[config.mk]
export PLATFORM = sky130hd
export DESIGN_NAME = typed_nibble_deframer
export DESIGN_NICKNAME = d
export VERILOG_FILES = /design/src/rtl/typed_nibble_deframer.sv
export SDC_FILE = /design/constraint.sdc
export NUM_CORES = 1
export LEC_CHECK = 0
export ABC_AREA = 1
export ABC_CLOCK_PERIOD_IN_PS = 1900
export BUFFER_PORTS_ARGS = -buffer_cell sky130_fd_sc_hd__buf_2
export CORE_MARGIN = 4
export CORE_UTILIZATION = 53
export CTS_CLUSTER_DIAMETER = 30
export DETAILED_ROUTE_END_ITERATION = 16
export PLACE_DENSITY = 0.74
export SYNTH_ARGS = -nofsm -noshare
export SYNTH_HDL_FRONTEND = slang
export SYNTH_SLANG_ARGS = --single-unit
[constraint.sdc]
create_clock -name clk -period 1.9 [get_ports clk]
set_input_delay 0.095 -clock clk [delete_from_list [all_inputs] [get_ports clk]]
set_output_delay 0.095 -clock clk [all_outputs]
set_load 0.1 [all_outputs]
[src/rtl/typed_nibble_deframer.sv]
// typed_nibble_deframer
//   Receive side of the typed nibble link. Nibbles arrive framed as
//   SYNC, HI, LO and are reassembled into a byte. A frame that stalls for
//   TIMEOUT cycles is abandoned with a frame_err pulse. Good bytes are
//   counted modulo 256.
//
//   Type scoping:
//     - nibble_t and deframer_state_e live at compilation-unit scope.
//     - byte_t is declared at module scope.
//     - the g_assemble generate block declares its own byte_t, which
//       shadows the module-scope one inside that block.
//
//   Optional feature macro: TYPED_NIBBLE_PARITY_EN
//     When defined, every HI and LO nibble must have even parity over
//     {nib_data, nib_par}. A failing nibble aborts the frame with a
//     frame_err pulse. The SYNC nibble is never parity checked.
//     When undefined, nib_par is ignored and no parity logic exists.

typedef logic [3:0] nibble_t;

typedef enum logic [1:0] {
  ST_IDLE = 2'd0,
  ST_HI   = 2'd1,
  ST_LO   = 2'd2
} deframer_state_e;

module typed_nibble_deframer #(
  parameter logic [3:0]  SYNC    = 4'hA,
  parameter int unsigned TIMEOUT = 8
) (
  input  logic       clk,
  input  logic       rst_n,
  input  logic       nib_valid,
  input  logic [3:0] nib_data,
  input  logic       nib_par,
  output logic       byte_valid,
  output logic [7:0] byte_data,
  output logic       frame_err,
  output logic [7:0] byte_cnt
);

  typedef logic [7:0] byte_t;

  // The idle timer is 8 bits wide; TIMEOUT is legal over 1..255.
  localparam logic [7:0] TIMEOUT_L = 8'(TIMEOUT);

  deframer_state_e state_q, state_d;
  nibble_t         hi_q, hi_d;
  logic [7:0]      timer_q, timer_d;
  logic            byte_valid_q, byte_valid_d;
  byte_t           byte_data_q, byte_data_d;
  logic            frame_err_q, frame_err_d;
  logic [7:0]      byte_cnt_q, byte_cnt_d;

  nibble_t         nib;
  byte_t           assembled_byte;
  logic            par_bad;
  logic [7:0]      timer_inc;

  assign nib = nib_data;

  // Byte assembly uses a block-local byte_t that shadows the module one.
  if (1'b1) begin : g_assemble
    typedef logic [7:0] byte_t;
    byte_t local_byte;
    assign local_byte     = {hi_q, nib};
    assign assembled_byte = local_byte;
  end

`ifdef TYPED_NIBBLE_PARITY_EN
  // Even parity: XOR over the payload and its parity bit must be zero.
  assign par_bad = ^{nib_data, nib_par};
`else
  // Parity bit is accepted on the port but has no effect.
  logic unused_nib_par;
  assign unused_nib_par = nib_par;
  assign par_bad        = 1'b0;
`endif

  // Idle-cycle timer increment, saturating at TIMEOUT.
  assign timer_inc = (timer_q >= TIMEOUT_L) ? TIMEOUT_L : timer_q + 8'd1;

  // Next-state and registered-output logic for the frame FSM.
  always_comb begin
    // NOTE: every signal gets a default before the case so no path can infer a latch.
    state_d      = state_q;
    hi_d         = hi_q;
    timer_d      = timer_q;
    byte_valid_d = 1'b0;
    byte_data_d  = byte_data_q;
    frame_err_d  = 1'b0;
    byte_cnt_d   = byte_cnt_q;

    case (state_q)
      ST_IDLE: begin
        timer_d = '0;
        // Non-SYNC nibbles are dropped without complaint.
        if (nib_valid && (nib == SYNC)) begin
          state_d = ST_HI;
        end
      end

      ST_HI, ST_LO: begin
        if (nib_valid) begin
          // An accepted nibble always restarts the idle timer, even on
          // the cycle the timer would otherwise have expired.
          timer_d = '0;
          if (par_bad) begin
            state_d     = ST_IDLE;
            frame_err_d = 1'b1;
          end else if (state_q == ST_HI) begin
            // A SYNC value here is plain data; there is no resync.
            hi_d    = nib;
            state_d = ST_LO;
          end else begin
            state_d      = ST_IDLE;
            byte_valid_d = 1'b1;
            byte_data_d  = assembled_byte;
            byte_cnt_d   = byte_cnt_q + 8'd1;
          end
        end else begin
          timer_d = timer_inc;
          if (timer_inc == TIMEOUT_L) begin
            state_d     = ST_IDLE;
            frame_err_d = 1'b1;
          end
        end
      end

      default: begin
        state_d = ST_IDLE;
        timer_d = '0;
      end
    endcase
  end

  // State and output registers; reset discards any partial frame.
  always_ff @(posedge clk or negedge rst_n) begin
    if (!rst_n) begin
      state_q      <= ST_IDLE;
      hi_q         <= '0;
      timer_q      <= '0;
      byte_valid_q <= 1'b0;
      byte_data_q  <= '0;
      frame_err_q  <= 1'b0;
      byte_cnt_q   <= '0;
    end else begin
      // NOTE: non-blocking assignments so every flop samples pre-edge values.
      state_q      <= state_d;
      hi_q         <= hi_d;
      timer_q      <= timer_d;
      byte_valid_q <= byte_valid_d;
      byte_data_q  <= byte_data_d;
      frame_err_q  <= frame_err_d;
      byte_cnt_q   <= byte_cnt_d;
    end
  end

  assign byte_valid = byte_valid_q;
  assign byte_data  = byte_data_q;
  assign frame_err  = frame_err_q;
  assign byte_cnt   = byte_cnt_q;

endmodule

==> results.md, run 1 <==
| Step | Metric | Value |
| --- | --- | --- |
| logic synthesis | FF+latch count, synth | 32 |
| routing | Total detailed-routing wirelength | 2.28 mm |
| sta | Actual slew at the worst max-slew pin | 0.679 ns |
| clock tree | Clock latency at the later pin of the worst-skew pair | 0.33 ns |
| sta | Maximum clock skew at final layout | 0.00971 ns |
| floorplan | Starting utilization of the core area | 0.579 |
| global routing | Total global routing overflow | 0 |
| sta | Worst rel slew slack | 0.547 |
| global routing | Number of antenna violations at the first check in global routing | 0 |
| job | Max-cap violations | 0 |
| clock tree | Clock edge transition at the registers on the reported setup and hold paths | 0.09 ns |
| sta | Hold Slack | 0.0398 ns |
| clock tree | Max H-tree Level | 2 |
| clock tree | Number of gates resized after cts | 0 |
| clock tree | CTS root buf | sky130_fd_sc_hd__clkbuf_4 |
| routing | Vias after detailed routing | 965 |
| sta | Final Max Tran Viols | 0 |
| final layout | Fin cells | 197 |
| status | Status | complete, no violations |
| logic synthesis | Synthesized instance count | 135 |
| floorplan | Die area | 3400 sq um |
| floorplan | Width of the die | 58.3 um |
| logic synthesis | Sequential share of the synthesized area | 0.597 |
| sta | RSZ-0062 raised after global routing | no |
| final layout | Fraction of final layout cells with drive strength greater than 1 | 0.231 |
| floorplan | Total core area | 2320 sq um |
| global routing | Pin count of the biggest net entering global routing | 33 |
| logic synthesis | Syn Area/Cell | 9.94 sq um |
| sta | Setup slack after layout | 0.291 ns |
| sta | Final setup vio count | 0 |
| global routing | Total Routing Usage GR | 0.159 |
| clock tree | Hold-fix buffer count after cts | 1 |
| final layout | Antenna diode count | 0 |
| clock tree | Largest buffer count on any clock path | 2 |
| clock tree | Clock buffers created by TritonCTS | 5 |
| placement | Input/output buffers | 24 |
| clock tree | CTS tree | yes |
| setup path | Critical Path RT | 2.15 ns |
| sta | Final critical delay including setup and external delays | 1.61 ns |
| logic synthesis | Post-synthesis cell type count | 18 |
| placement | Placed cell count | 189 |
| routing | Routed via count divided by cell count | 4.90 |
| routing | Avg WL per Cell | 11.6 um |
| placement | Placed wire-length estimate | 1.68 mm |
| setup path | Worst-path fanout max | 17 |
| floorplan | Num rows | 17 |
| placement | Final RePlAce weighted congestion | 0.771 |
| sta | Maximum clock rate | 0.621 GHz |
| setup path | Launching element type of the critical path | register |
| logic synthesis | YS warnings | 0 |
| placement | Pre-CTS setup slack | 0.296 ns |
| final layout | Net total in the final layout | 182 |
| routing | Remaining number of nets flagged by the antenna check after routing | 0 |
| logic synthesis | Netlist area before placement | 1340 sq um |
| setup path | Worst Path Arrival | 1.86 ns |
| final layout | Relative area change from synthesis to final layout | 16.3% |
| sta | Ratio of final minimum period to clock period | 0.847 |
| global routing | First-pass GRT wire length | 4.04 mm |
| setup path | Endpoint kind of the worst setup timing path | register |
| routing | Count of routing violations after the opening detailed-route iteration | 36 |
| routing | Number of detailed-routing iterations run before antenna repair | 4 |
| routing | DRC Markers | 0 |
| sta | Summed negative setup slack over all endpoints | 0 ns |
| setup path | Start-to-end type of the worst setup path | reg2reg |
| sta | Number of failing hold endpoints at the final stage | 0 |
| global routing | Via count of the first global-routing pass | 973 |
| floorplan | Height of the die | 58.3 um |
| floorplan | Ports placed on the boundary | 26 |
| clock tree | Clock sinks | 32 |
| clock tree | Post-CTS setup repair buffer count | 0 |
| min path | Type of the most critical hold path | in2reg |
## critical path: stages (launching register included)
cell and delay [ns]:
sky130_fd_sc_hd__dfrtp_1 0.39, sky130_fd_sc_hd__inv_1 0.06, sky130_fd_sc_hd__ha_1 0.27, sky130_fd_sc_hd__inv_1 0.05, sky130_fd_sc_hd__nor2_2 0.11, sky130_fd_sc_hd__nand2_4 0.15, sky130_fd_sc_hd__nor2_4 0.14, sky130_fd_sc_hd__nand3_2 0.10
sky130_fd_sc_hd__nor2_2 0.11, sky130_fd_sc_hd__xor2_1 0.15
## cell usage after synthesis
library cell,count,share of area
sky130_fd_sc_hd__a21oi_1,1,0.0037
sky130_fd_sc_hd__clkbuf_1,1,0.0028
sky130_fd_sc_hd__conb_1,1,0.0028
sky130_fd_sc_hd__dfrtp_1,32,0.60
sky130_fd_sc_hd__ha_1,5,0.047
sky130_fd_sc_hd__inv_1,17,0.048
sky130_fd_sc_hd__nand2_1,38,0.11
sky130_fd_sc_hd__nand2_4,1,0.0084
sky130_fd_sc_hd__nand3_1,4,0.015
sky130_fd_sc_hd__nand3_2,2,0.015
sky130_fd_sc_hd__nand4_1,1,0.0047
sky130_fd_sc_hd__nor2_1,7,0.020
sky130_fd_sc_hd__nor2_2,3,0.014
sky130_fd_sc_hd__nor2_4,3,0.025
sky130_fd_sc_hd__nor4_1,1,0.0047
sky130_fd_sc_hd__o21ai_0,11,0.041
sky130_fd_sc_hd__xnor2_1,3,0.020
sky130_fd_sc_hd__xor2_1,4,0.026
## worst paths after layout
check	from	to	slack [ns]	depth (start not counted)
worst max-delay path	state_q[0]$_DFFE_PN0P_	byte_cnt[6]$_DFFE_PN0P_	0.29	9
worst min-delay path	nib_data[3]	byte_data[3]$_DFFE_PN0P_	0.04	3
worst max register to register	state_q[0]$_DFFE_PN0P_	byte_cnt[6]$_DFFE_PN0P_	0.29	9
worst min register to register	byte_cnt[7]$_DFFE_PN0P_	byte_cnt[7]$_DFFE_PN0P_	0.47	1
max in group asynchronous	rst_n	state_q[1]$_DFFE_PN0P_	1.12	2
min in group asynchronous	rst_n	timer_q[1]$_DFF_PN0_	0.34	2
## logic make-up after synthesis
family / Yosys count / synth area share
AO/OA/AOI/OAI: 12 / 0.0448
XOR/XNOR: 7 / 0.0457
adder cells (fa/ha/maj): 5 / 0.0466
buffers and inverters: 18 / 0.0504
flip-flops: 32 / 0.597
other: 1 / 0.00280
AND/OR/NAND/NOR: 60 / 0.213
## flip-flops by register name, indices dropped and copies added (netlist names)
signal      cells
byte_cnt        8
byte_data       8
timer_q         8
hi_q            4
state_q         2
byte_valid      1
frame_err       1
## placed cells by master, fill, tap and decap left out
cell	instances
sky130_fd_sc_hd__buf_2	24
sky130_fd_sc_hd__ha_1	5
sky130_fd_sc_hd__nor2_1	7
sky130_fd_sc_hd__clkbuf_1	1
sky130_fd_sc_hd__a21oi_1	1
sky130_fd_sc_hd__nor2_2	3
sky130_fd_sc_hd__o21ai_0	11
sky130_fd_sc_hd__inv_1	17
sky130_fd_sc_hd__nand2_1	38
sky130_fd_sc_hd__nand4_1	1
sky130_fd_sc_hd__nor2_4	3
sky130_fd_sc_hd__xor2_1	4
sky130_fd_sc_hd__clkbuf_4	5
sky130_fd_sc_hd__dlygate4sd3_1	1
sky130_fd_sc_hd__nand3_1	4
sky130_fd_sc_hd__nand2_4	1
sky130_fd_sc_hd__xnor2_1	3
sky130_fd_sc_hd__nand3_2	2
sky130_fd_sc_hd__dfrtp_1	32
sky130_fd_sc_hd__nor4_1	1
sky130_fd_sc_hd__conb_1	4
sky130_fd_sc_hd__clkinv_2	1
## per-stage QoR
step           area [sq um]   util
2_1_floorplan          1350      -
3_3_place_gp           1500  0.649
3_5_place_dp           1500  0.649
4_1_cts                1560  0.673
5_1_grt                1560  0.673
6_report               1560  0.673
## area by class of cell
class,count,area (sq um)
well taps,28,35.0
clock buffers,6,41.3
clock inverters,1,5.00
repair buffers,25,130
flip-flops and latches,32,801
multi-input cells,88,484
fillers,196,758
inverters,17,63.8
## per-layer routing
metal,vias up,track usage,part of all wire
met4,0,0.0497,0.018
met3,6,0.0724,0.081
met5,-,0,0
li1,476,-,-
met1,455,0.184,0.46
met2,28,0.262,0.44
Power of run 1 is left out: the tool's default activity adds up to more than one toggle a clock period on the data nets, which glitch-free logic cannot reach.
==> inputs of run 2 (changes only) <==
--- a/config.mk
+++ b/config.mk
@@ -6,13 +6,13 @@
 export NUM_CORES = 1
 export LEC_CHECK = 0
 export ABC_AREA = 1
-export ABC_CLOCK_PERIOD_IN_PS = 1900
+export ABC_CLOCK_PERIOD_IN_PS = 1350
 export BUFFER_PORTS_ARGS = -buffer_cell sky130_fd_sc_hd__buf_2
 export CORE_MARGIN = 4
-export CORE_UTILIZATION = 53
+export CORE_UTILIZATION = 48
 export CTS_CLUSTER_DIAMETER = 30
 export DETAILED_ROUTE_END_ITERATION = 16
-export PLACE_DENSITY = 0.74
+export PLACE_DENSITY = 0.71
 export SYNTH_ARGS = -nofsm -noshare
 export SYNTH_HDL_FRONTEND = slang
 export SYNTH_SLANG_ARGS = --single-unit
==> constraint.sdc (replaced) <==
create_clock -name clk -period 1.35 [get_ports clk]
set_input_delay 0.0675 -clock clk [delete_from_list [all_inputs] [get_ports clk]]
set_output_delay 0.0675 -clock clk [all_outputs]
set_load 0.1 [all_outputs]
==> run 2 against run 1 <==
The flow now finishes with violations (negative setup slack). Routed wire length is 4.8% higher. Cell count is 7.6% higher. Die area is 9.0% higher. Cell area is 15% higher. Clock skew is 0.0029 ns lower. Utilization is 2.8 points higher. First-iteration DRC count is 36% lower. Sequential share of layout area is 6.0 points lower. Maximum frequency is 7.9% higher.
==> results.md, run 2 (synthesis results as in run 1) <==
| Step | Metric | Value | Delta |
| --- | --- | --- | --- |
| routing | Count of routing violations after the opening detailed-route iteration | 23 | -36% |
| final layout | Antenna diode count | 0 | unchanged |
| routing | DRC Markers | 0 | unchanged |
| final layout | Fillers | 200 | +2.0% |
| final layout | Net total in the final layout | 194 | +6.6% |
| placement | Final RePlAce weighted congestion | 0.745 | -3.4% |
| global routing | Via count of the first global-routing pass | 919 | -5.5% |
| setup path | Critical Path RT | 1.58 ns | -0.57 ns |
| floorplan | Starting utilization of the core area | 0.522 | -0.0561 |
| min path | Type of the most critical hold path | in2reg |  |
| setup path | Worst-path fanout max | 5 | -12 |
| min path | Hold-critical path depth | 3 | unchanged |
| final layout | Area occupied by registers | 816 sq um | +1.9% |
| clock tree | Clock edge transition at the registers on the reported setup and hold paths | 0.10 ns | about the same |
| sta | Final Max Tran Viols | 0 | unchanged |
| clock tree | CTS root buf | sky130_fd_sc_hd__clkbuf_4 |  |
| routing | Number of detailed-routing iterations run before antenna repair | 4 | unchanged |
| routing | Avg WL per Cell | 11.3 um | -2.6% |
| placement | Input/output buffers | 24 | unchanged |
| placement | Placed cell area | 1550 sq um | +3.0% |
| floorplan | Total core area | 2570 sq um | +11% |
| global routing | Total global routing overflow | 0 | unchanged |
| final layout | Post-route cell area | 1800 sq um | +15% |
| setup path | Endpoint kind of the worst setup timing path | register |  |
| final layout | Most common cell after layout, fill and taps aside | sky130_fd_sc_hd__nand2_1 |  |
| setup path | Start-to-end type of the worst setup path | reg2reg |  |
| floorplan | Ports placed on the boundary | 26 | unchanged |
| sta | Final critical delay including setup and external delays | 1.49 ns | -0.118 ns |
| routing | Routed via count divided by cell count | 4.77 | -2.6% |
| final layout | Fin cells | 212 | +7.6% |
| sta | Ratio of final minimum period to clock period | 1.10 | +0.258 |
| sta | Summed negative setup slack over all endpoints | -1.87 ns | -1.87 ns |
| floorplan | Height of the die | 60.9 um | +4.4% |
| placement | Placed cell count | 194 | +2.6% |
| setup path | Worst Path Arrival | 1.72 ns | -0.14 ns |
| job | Max-cap violations | 0 | unchanged |
| setup path | Cells on worst reg2reg path | 8 | -1 |
| final layout | Fraction of final layout cells with drive strength greater than 1 | 0.396 | +0.165 |
| sta | RSZ-0062 raised after global routing | yes |  |
| sta | Number of failing hold endpoints at the final stage | 0 | unchanged |
| sta | Hold Slack | 0.0100 ns | -0.0297 ns |
| sta | Maximum clock skew at final layout | 0.00683 ns | -0.00288 ns |
| clock tree | Clock sinks | 32 | unchanged |
| clock tree | Max H-tree Level | 2 | unchanged |
| sta | Maximum clock rate | 0.670 GHz | +7.9% |
| setup path | Crit path largest cell delay | 0.39 ns | about the same |
| clock tree | Largest buffer count on any clock path | 2 | unchanged |
| routing | Total detailed-routing wirelength | 2.39 mm | +4.8% |
| floorplan | Num rows | 18 | +1 |
| setup path | CP max stage cell | sky130_fd_sc_hd__dfrtp_1 |  |
| setup path | CP Cell Sequence | inv_1 > ha_1 > inv_2 > buf_4 > buf_6 > nor2_4 > inv_4 > nor4_2 |  |
| clock tree | Clock buffers created by TritonCTS | 5 | unchanged |
| routing | Vias after detailed routing | 1,011 | +4.8% |
| setup path | Launching element type of the critical path | register |  |
| global routing | Pin count of the biggest net entering global routing | 16 | -52% |
| global routing | First-pass GRT wire length | 3.78 mm | -6.5% |
| floorplan | Width of the die | 60.9 um | +4.4% |
| global routing | Total Routing Usage GR | 0.141 | -0.0175 |
| sta | Setup slack after layout | -0.141 ns | -0.432 ns |
| status | Violations in the final reports | negative setup slack |  |
| clock tree | CTS tree | yes |  |
| global routing | Number of antenna violations at the first check in global routing | 0 | unchanged |
| routing | Remaining number of nets flagged by the antenna check after routing | 0 | unchanged |
| placement | Placed wire-length estimate | 1.72 mm | +2.4% |
| status | Status | complete, but fails checks |  |
| sta | Final setup vio count | 22 | +22 |
| floorplan | Die area | 3700 sq um | +9.0% |
| clock tree | Clock latency at the later pin of the worst-skew pair | 0.32 ns | about the same |
| final layout | Area of combinational cells with multiple inputs | 536 sq um | +11% |
| final layout | Leading cell types in the layout, fill and taps excluded | sky130_fd_sc_hd__nand2_1, sky130_fd_sc_hd__dfrtp_1, sky130_fd_sc_hd__buf_2, sky130_fd_sc_hd__inv_1, sky130_fd_sc_hd__buf_4 |  |
| final layout | Relative area change from synthesis to final layout | 34.1% |  |
## run 2: cell types whose count changed in the layout (fill, tap and decap cells not counted), sizes merged
cell,previous run,this run
clkinv,1,0
buf,24,35
bufinv,0,1
clkbuf,6,8
## run 2: critical path, delay by kind of cell (launching register included)
| family | cells | cell delay, ns |
|---|---|---|
| buf+inv | 5 | 0.41 |
| flops | 1 | 0.39 |
| fa+ha+maj | 1 | 0.28 |
| simple gates | 2 | 0.32 |
## run 2: final cells by class
cell class | instances | area share
Tap cell | 30 | 0.0209
Inverter | 17 | 0.0369
Sequential cell | 32 | 0.453
Clock inverter | 1 | 0.0167
Multi-Input combinational cell | 88 | 0.298
Clock buffer | 7 | 0.0362
Timing Repair Buffer | 37 | 0.138
## run 2: final timing paths
path | start | endpoint | slack, ns
min in group asynchronous | rst_n | byte_cnt[4]$_DFFE_PN0P_ | 0.09
worst min-delay path | nib_data[2] | byte_data[2]$_DFFE_PN0P_ | 0.01
max in group asynchronous | rst_n | byte_cnt[1]$_DFFE_PN0P_ | 0.83
worst min register to register | byte_cnt[7]$_DFFE_PN0P_ | byte_cnt[7]$_DFFE_PN0P_ | 0.47
worst max-delay path | state_q[0]$_DFFE_PN0P_ | timer_q[0]$_DFF_PN0_ | -0.14
worst max register to register | state_q[0]$_DFFE_PN0P_ | timer_q[0]$_DFF_PN0_ | -0.14
## run 2: per-layer routing
layer  share of wire  track usage  vias to the layer above
li1                -            -                      505
met1            0.44        0.172                      477
met2            0.48        0.226                       24
met3           0.072       0.0489                        5
met4           0.013       0.0650                        0
met5               0            0                        -
## run 2: per-stage QoR
step	util	setup slack [ns]
2_1_floorplan	-	-0.0813
3_3_place_gp	0.603	-0.0389
3_5_place_dp	0.603	-0.0874
4_1_cts	0.664	-0.109
5_1_grt	0.701	-0.256
6_report	0.701	-0.141
## run 2: what timing repair did
item,CTS,global route
cloned,0,1
gates resized for setup,5,15
hold buffers,1,0
setup buffers,5,3
pin swaps,5,6
endpoints found under the setup margin,12,23
endpoints found under the hold margin,32,0
Power of run 2 is left out for the same reason.
==> inputs of run 3 (changes only) <==
--- a/config.mk
+++ b/config.mk
@@ -8,8 +8,10 @@
 export ABC_AREA = 1
 export ABC_CLOCK_PERIOD_IN_PS = 1350
 export BUFFER_PORTS_ARGS = -buffer_cell sky130_fd_sc_hd__buf_2
-export CORE_MARGIN = 4
-export CORE_UTILIZATION = 48
+export CELL_PAD_IN_SITES_DETAIL_PLACEMENT = 0
+export CELL_PAD_IN_SITES_GLOBAL_PLACEMENT = 1
+export CORE_MARGIN = 2
+export CORE_UTILIZATION = 37
 export CTS_CLUSTER_DIAMETER = 30
 export DETAILED_ROUTE_END_ITERATION = 16
 export PLACE_DENSITY = 0.71
==> run 3 against run 2 <==
The flow still finishes with violations (negative setup slack). Die area rose by 11%. Clock skew is 0.0042 ns higher. Register-to-register slack better by 0.06 ns. Maximum frequency is 4.5% higher. First-iteration DRC count grew 17%. Cell count is 8.0% higher. Via count decreased by 1.7%. Routed wire length decreased by 2.3%. Cell area fell by 2.6%.
==> results.md, run 3 (synthesis results as in run 1) <==
| Step | Metric | Value | Delta |
| --- | --- | --- | --- |
| status | Status | complete, but fails checks |  |
| status | Violations in the final reports | negative setup slack |  |
| global routing | Total global routing overflow | 0 | unchanged |
| clock tree | Max H-tree Level | 2 | unchanged |
| final layout | Area occupied by registers | 816 sq um | unchanged |
| global routing | Pin count of the biggest net entering global routing | 21 | +5 |
| global routing | Met3 Use GR | 0.0563 | +0.00740 |
| sta | Number of failing hold endpoints at the final stage | 0 | unchanged |
| setup path | Slack of the worst reg-to-reg path | -0.08 ns | +0.06 ns |
| sta | Setup slack after layout | -0.0770 ns | +0.0645 ns |
| floorplan | Height of the die | 64.2 um | +5.5% |
| floorplan | Ports placed on the boundary | 26 | unchanged |
| final layout | Antenna diode count | 0 | unchanged |
| routing | Avg WL per Cell | 10.2 um | -9.6% |
| routing | Count of routing violations after the opening detailed-route iteration | 27 | +17% |
| setup path | Start-to-end type of the worst setup path | reg2reg |  |
| final layout | Leading cell types in the layout, fill and taps excluded | sky130_fd_sc_hd__nand2_1, sky130_fd_sc_hd__dfrtp_1, sky130_fd_sc_hd__buf_2, sky130_fd_sc_hd__inv_1, sky130_fd_sc_hd__buf_4 |  |
| floorplan | Die area | 4120 sq um | +11% |
| floorplan | Num rows | 21 | +3 |
| global routing | Global routing usage on met2 | 0.206 | -0.0202 |
| routing | Vias after detailed routing | 994 | -1.7% |
| final layout | Area of combinational cells with multiple inputs | 514 sq um | -4.0% |
| sta | Final setup vio count | 12 | -45% |
| sta | Final Max Tran Viols | 0 | unchanged |
| global routing | Via count of the first global-routing pass | 950 | +3.4% |
| placement | Placed cell area | 1590 sq um | +2.7% |
| clock tree | Clock sinks | 32 | unchanged |
| job | Max-cap violations | 0 | unchanged |
| final layout | Post-route cell area | 1750 sq um | -2.6% |
| sta | Maximum clock rate | 0.701 GHz | +4.5% |
| setup path | Worst-path fanout max | 4 | -1 |
| final layout | Most common cell after layout, fill and taps aside | sky130_fd_sc_hd__nand2_1 |  |
| final layout | Share of the core filled with cells in the final layout | 0.513 | -0.188 |
| clock tree | CTS root buf | sky130_fd_sc_hd__clkbuf_4 |  |
| clock tree | Clock buffers created by TritonCTS | 5 | unchanged |
| final layout | Fraction of final layout cells with drive strength greater than 1 | 0.377 | -0.0186 |
| setup path | Launching element type of the critical path | register |  |
| floorplan | Total core area | 3420 sq um | +33% |
| setup path | Endpoint kind of the worst setup timing path | register |  |
| final layout | Net total in the final layout | 195 | +0.52% |
| global routing | Busiest layer in global routing | met2 |  |
| placement | Placed wire-length estimate | 1.64 mm | -4.9% |
| floorplan | Width of the die | 64.2 um | +5.5% |
| min path | Type of the most critical hold path | in2reg |  |
| floorplan | Starting utilization of the core area | 0.393 | -0.130 |
| setup path | Critical Path RT | 1.57 ns | about the same |
| final layout | Relative area change from synthesis to final layout | 30.6% |  |
| routing | DRC Markers | 0 | unchanged |
| global routing | Number of antenna violations at the first check in global routing | 0 | unchanged |
| final layout | Fillers | 356 | +78% |
| global routing | Met1 demand-to-capacity share in global routing | 0.157 | -0.0144 |
| placement | Final RePlAce weighted congestion | 0.698 | -6.3% |
| routing | Total detailed-routing wirelength | 2.33 mm | -2.3% |
| sta | Maximum clock skew at final layout | 0.0111 ns | +0.00424 ns |
| routing | Routed via count divided by cell count | 4.34 | -9.0% |
| clock tree | CTS tree | yes |  |
| clock tree | Largest buffer count on any clock path | 2 | unchanged |
| clock tree | Clock edge transition at the registers on the reported setup and hold paths | 0.10 ns | about the same |
| global routing | First-pass GRT wire length | 4.09 mm | +8.2% |
| sta | RSZ-0062 raised after global routing | yes |  |
| routing | Number of detailed-routing iterations run before antenna repair | 4 | unchanged |
| sta | Final critical delay including setup and external delays | 1.43 ns | -0.0645 ns |
| clock tree | Clock latency at the later pin of the worst-skew pair | 0.33 ns | about the same |
| routing | Remaining number of nets flagged by the antenna check after routing | 0 | unchanged |
| placement | Input/output buffers | 24 | unchanged |
| global routing | Total Routing Usage GR | 0.130 | -0.0111 |
| setup path | Worst Path Arrival | 1.65 ns | -0.07 ns |
| sta | Ratio of final minimum period to clock period | 1.06 | -0.0478 |
==> run 3: final timing paths <==
kind | start | to | cells after the start
max in group asynchronous | rst_n | frame_err$_DFF_PN0_ | 3
hold reg to reg | byte_cnt[7]$_DFFE_PN0P_ | byte_cnt[7]$_DFFE_PN0P_ | 1
setup / recovery | state_q[0]$_DFFE_PN0P_ | byte_cnt[0]$_DFFE_PN0P_ | 8
hold / removal | nib_data[0] | hi_q[0]$_DFFE_PN0P_ | 3
setup reg to reg | state_q[0]$_DFFE_PN0P_ | byte_cnt[0]$_DFFE_PN0P_ | 8
min in group asynchronous | rst_n | byte_cnt[3]$_DFFE_PN0P_ | 2
==> run 3: timing repair <==
item / 4_1_cts / 5_1_grt
hold buffers: 1 / 0
endpoints found under the setup margin: 11 / 23
setup buffers: 2 / 5
pin swaps: 8 / 6
hold endpoints to repair: 32 / 0
gates resized for setup: 6 / 6
==> run 3: cell type report <==
cell class | instances | share of cell area
multi-input cells | 88 | 0.294
clock buffers | 8 | 0.0393
repair buffers | 38 | 0.130
inverters | 17 | 0.0386
well taps | 46 | 0.0329
flip-flops and latches | 32 | 0.466
==> run 3: layer usage <==
| layer | up-vias | share of wire |
|---|---|---|
| li1 | 504 | - |
| met1 | 455 | 0.45 |
| met2 | 28 | 0.46 |
| met3 | 7 | 0.073 |
| met4 | 0 | 0.019 |
| met5 | - | 0 |
==> run 3: per-stage QoR <==
| stage | TNS, ns | hold WS [ns] | worst slack (ns) | cells |
|---|---|---|---|---|
| finish | -0.527 | 0.0238 | -0.0770 | 229 |
| global route | -2.50 | 0.0124 | -0.196 | 229 |
| CTS | -0.298 | 0.00316 | -0.132 | 224 |
| detailed placement | -0.316 | -0.0383 | -0.106 | 213 |
| global placement | -0.175 | -0.0386 | -0.0484 | 213 |
| floorplan | -0.145 | -0.228 | -0.0813 | 138 |
==> run 3: worst max-delay path, stage by stage (launching register included) <==
cell and delay (ns):
sky130_fd_sc_hd__dfrtp_1 0.40, sky130_fd_sc_hd__inv_2 0.06, sky130_fd_sc_hd__ha_4 0.26, sky130_fd_sc_hd__inv_2 0.04, sky130_fd_sc_hd__nor2_4 0.09, sky130_fd_sc_hd__nand2_4 0.08, sky130_fd_sc_hd__buf_4 0.15, sky130_fd_sc_hd__buf_4 0.14
sky130_fd_sc_hd__xnor2_1 0.11
Power of run 3 is left out for the same reason.
